[src/rtl/test_monitor_hang.sv]
// PC hang tracker: counts consecutive cycles where the sampled PC did not move.
module pc_hang_detect #(
  parameter int HANG_LIMIT = 64
) (
  input  logic        clk,
  input  logic        clr,
  input  logic        en,
  input  logic [31:0] pc,
  output logic        hang,
  output logic        changed
);

  localparam int HW = $clog2(HANG_LIMIT) + 1;

  logic [31:0]   prev_pc;
  logic          prev_valid;
  logic [HW-1:0] hang_cnt;
  logic          same;

  // Nothing to compare against on the first cycle after clear.
  assign same    = prev_valid && (pc == prev_pc);
  assign changed = prev_valid && (pc != prev_pc);
  assign hang    = same && (hang_cnt == HW'(HANG_LIMIT - 1));

  always_ff @(posedge clk) begin
    if (clr) begin
      prev_pc    <= '0;
      prev_valid <= 1'b0;
      hang_cnt   <= '0;
    end else if (en) begin
      prev_pc    <= pc;
      prev_valid <= 1'b1;
      if (changed)
        hang_cnt <= '0;
      else if (same)
        hang_cnt <= hang_cnt + 1'b1;
    end
  end

endmodule

[config.mk]
export PLATFORM = sky130hd
export DESIGN_NAME = pc_hang_detect
export DESIGN_NICKNAME = d
export VERILOG_FILES = /design/src/rtl/test_monitor_hang.sv
export SDC_FILE = /design/constraint.sdc
export NUM_CORES = 1
export LEC_CHECK = 0
export CORE_MARGIN = 5
export CORE_UTILIZATION = 54
export DETAILED_ROUTE_END_ITERATION = 10
export GPL_TIMING_DRIVEN = 0
export PLACE_DENSITY = 0.8
export SYNTH_ARGS = -nofsm -noshare
export SYNTH_HDL_FRONTEND = slang
export SYNTH_SLANG_ARGS = --single-unit
[constraint.sdc]
create_clock -name clk -period 2.2 [get_ports clk]
set_clock_uncertainty 0.1 [all_clocks]
set_input_delay 0.22 -clock clk [delete_from_list [all_inputs] [get_ports clk]]
set_output_delay 0.22 -clock clk [all_outputs]
set_load 0.01 [all_outputs]
=== Word-level counts from Yosys, hierarchy flattened ===
Cells that the tools add are included.

* Register bits: 40
* Word-level logic and storage cells: 14
* Output and inout port bits: 2
* Input bits: 35

* Eq/ne operators: 3
* Mux-type cells: 2
* Reductions and logical operators: 5
* Add/sub/neg operators: 1

{| class="wikitable"
|+ Operator list
! cell !! count
|-
| equality test 32 bit || 1
|-
| != test 32 bit || 1
|-
| two-way mux 7 bit || 2
|-
| adder 7 x 1 -> 7 bit (second input constant) || 1
|-
| equality test 7 x 6 -> 1 bit (second input constant) || 1
|-
| logical AND 1 bit || 3
|-
| AND reduction 2 bit || 1
|-
| nonzero test 2 bit || 1
|}

=== Logic depth before layout (Yosys ltp) ===
* Depth after elaboration: 4
* Gate-level depth with buffers: 6
* Depth with buffers taken out: 5

=== Worst setup path before layout ===
No wires, ideal clock.

* Path kind: register -> output
* Start: register prev_pc[25]
* End: output port hang
* Path buffers: 0
* Required time: 1.880 ns
* Arrival: 1.399 ns
* Slack: 0.481 ns
* Stages on the path, launching flop included: 6
* Path through: dfxtp_1 xnor2_1 nand4_1 nor4_2 nand2_1 nor4_2

* Word-level cells in the longest chain between the ends: 3

{| class="wikitable"
|+ Ends and longest elaborated chain
! item !! line !! RTL
|-
| from (decl) || 15 || <nowiki>logic [31:0] prev_pc;</nowiki>
|-
| from (signal assigned) || 31 || <nowiki>prev_pc <= pc;</nowiki>
|-
| equality test 32 bit || 21 || <nowiki>assign same = prev_valid && (pc == prev_pc);</nowiki>
|-
| logical AND 1 bit || 21 ||
|-
| logical AND 1 bit || 23 || <nowiki>assign hang = same && (hang_cnt == HW'(HANG_LIMIT - 1));</nowiki>
|-
| to (decl) || 9 || <nowiki>output logic hang,</nowiki>
|}

No other way between the ends.

=== Final worst setup path ===
* Start: input port pc[0]
* End: output port hang

* Word-level cells in the longest chain between the ends: 3

{| class="wikitable"
|+ Ends and longest elaborated chain
! item !! line !! RTL
|-
| from (decl) || 8 || <nowiki>input logic [31:0] pc,</nowiki>
|-
| equality test 32 bit || 21 ||
|-
| logical AND 1 bit || 21 ||
|-
| logical AND 1 bit || 23 ||
|}

No other way between the ends.

==> flow_metrics.py <==
metrics = {
    "run_status": {
        "status": "finished, final reports clean",
    },
    "timing": {
        "clock.fmax_mhz": 459,
        "final_hold_viol_count": 0,
        "fin_crit_sh_pct": 99.0,
        "slew_viol_final": 0,
        "rsz0062_at_grt": "true",
        "setup_violations": 0,
        "worst-slew-pin-transition_ns": 0.484,
        "period_minus_slack_ns": 2.18,
        "maxSlewHeadroom_pct": 67.8,
        "worst_slack_ns": 0.0210,
    },
    "critical_path": {
        "max_stage_delay_ns": 0.53,
        "worst_setup_path_end_kind": "primary output",
        "worstPathRequired_ns": 1.88,
        "arrival_ns": 1.86,
        "critPathTopFamily": "simple AND/OR/NAND/NOR gates",
        "cp.buffers_inverters": 2,
        "cp_max_fo": 2,
        "worstPathCellList": "clkdlybuf4s50_1 -> xnor2_2 -> nand4_1 -> nor4_4 -> nand2_1 -> nor4_2 -> buf_2",
        "worstSetupStartpointType": "input pin",
        "slowest_stage": "clkdlybuf4s50_1",
        "path_class": "input pin to primary output",
    },
    "cts": {
        "cts_hold_buf": 0,
        "clock-sinks": 40,
        "root_buffer": "clkbuf_4",
        "cts_max_path_buffers": 2,
        "cts_buffers": 5,
        "clkSlewWorstSetupHoldPaths_ns": 0.11,
        "cts_tree": "yes",
        "clk-insertion-delay-late_ns": 0.34,
        "cts_max_level": 2,
    },
    "pwr": {
        "power_w": 0.00141,
        "ir_drop_uv": 346,
        "p_per_area_nw_per_um2": 602,
        "leakagePower_nw": 0.937,
    },
    "place": {
        "dp_hpwl_um": 3010,
        "gp_congestion": 0.813,
        "dp_cells": 269,
        "io_buffers": 34,
        "placed_area_um2": 2230,
        "preCtsSetupSlack_ns": -0.612,
    },
    "finish": {
        "finalNetCount": 269,
        "antennaDiodeCount": 0,
        "mostFrequentLayoutCell": "nor2_1",
        "area_delta_synth_final_pct": 27.4,
        "final_core_util_pct": 70.7,
        "final_cells": 280,
        "drive_gt1_share_pct": 11.1,
        "layout_common_cells": "nor2_1, dfxtp_1, mux2i_1",
        "nFillCells": 286,
        "regArea_um2": 807,
        "multi_input_area_um2": 1030,
        "fin_area_um2": 2340,
    },
    "yosys": {
        "ys_warn_count": 0,
        "synthDistinctLibCells": 17,
        "syn_area_per_cell_um2": 9.72,
        "synth_nets": 225,
        "synth_area_um2": 1840,
        "synth_top_area_share_pct": 43.6,
        "synth.top_cells.by_area": "dfxtp_1, mux2i_1, xnor2_1",
        "synthCells": 189,
        "synth_top_cell_by_area": "dfxtp_1",
        "yosysSeqAreaShare_pct": 43.6,
        "synth_seq_cells": 40,
    },
    "grt": {
        "gr-total-overflow": 0,
        "grt_first_pass_wirelength_um": 6760,
        "grt_max_degree": 12,
        "grt_pass1_vias": 1548,
        "antenna_found_initial": 0,
        "grt.total_usage_pct": 20.1,
    },
    "hold_path": {
        "min_path_type": "input pin to register",
    },
    "route": {
        "drc": 0,
        "wire_per_inst_um": 14.2,
        "drt_iter0_markers": 54,
        "num_vias": 1472,
        "postRouteAntennaNets": 0,
        "first_pass_iters": 5,
        "routed_wl_um": 3980,
        "vias_per_cell": 5.26,
    },
    "die": {
        "fp.coreArea_um2": 3310,
        "die_x_um": 68.3,
        "die_area_um2": 4670,
        "die_y_um": 68.3,
        "start_util_pct": 55.5,
        "io_pins": 37,
        "num_rows": 21,
    },
    "flow_run": {
        "timing.max_cap.violations": 0,
    },
}
## final cells by class
cell class              instances  area share, %
multi-input cells             141           44.1
repair buffers                 37           14.9
clock buffers                   8           2.51
well taps                      46           2.46
plain buffers                   8           1.60
flip-flops and latches         40           34.5
## where the power goes
group / total [W] / leakage (nW) / switching, W / internal [W]
Sequential: 0.000787 / 0.331 / 0.0000255 / 0.000761
Combinational: 0.000237 / 0.573 / 0.000103 / 0.000134
Clock: 0.000385 / 0.0326 / 0.000227 / 0.000158
Total: 0.00141 / 0.937 / 0.000355 / 0.00105
## tightest hold or removal path, cell delays in order
cell,delay [ns]
buf_4,0.14
mux2i_1,0.09
nor2_1,0.07
## cells by family after synthesis
logic type | count (synthesis) | share of synthesized area, %
buffers and inverters | 8 | 2.04
XOR/XNOR | 37 | 17.6
AO/OA/AOI/OAI | 3 | 0.817
AND/OR/NAND/NOR | 68 | 17.8
flip-flops | 40 | 43.6
multiplexers | 32 | 17.4
adder cells (fa/ha/maj) | 1 | 0.681
## cell usage after synthesis, drive strengths merged
cell type / instances
dfxtp: 40
nor2: 36
xnor2: 33
mux2i: 32
nand4: 12
nand2: 8
nor3: 5
buf: 4
clkbuf: 4
xor2: 4
a21oi: 3
nor4: 3
and2: 2
ha: 1
nand3: 1
or2: 1
## through the flow
| step | TNS [ns] | hold slack (ns) |
|---|---|---|
| detailed placement | -1.00 | 0.390 |
| CTS | 0 | 0.107 |
| global placement | -0.930 | 0.363 |
| finish | 0 | 0.110 |
| floorplan | 0 | 0.267 |
| global route | -0.138 | 0.124 |
## sequential cells by signal, summed over array words and instances, names as in the netlist
register and flops:
prev_valid 1, hang_cnt 7, prev_pc 32
## path summary, 6_finish.rpt
kind,slack [ns],startpoint,to,cells after the start
worst max-delay path,0.02,pc[0],hang,7
worst min-delay path,0.11,en,prev_pc[15],3
worst max register to register,0.43,prev_pc[10],hang_cnt[3],7
worst min register to register,0.40,hang_cnt[1],hang_cnt[1],2
## repair_timing
item                       CTS  global route
cloned                       0             0
pin swaps                    9             1
buffers inserted             2             1
setup endpoints to repair    2             2
gates resized for setup     15             6
## layer usage
layer	wire [um]	up-vias	GRT usage, %
met3	186	9	5.09
met1	1600	697	21.4
met5	0	-	0
met2	2110	41	36.9
li1	-	725	-
met4	85	0	8.68
(Power assumes the default switching activity.)
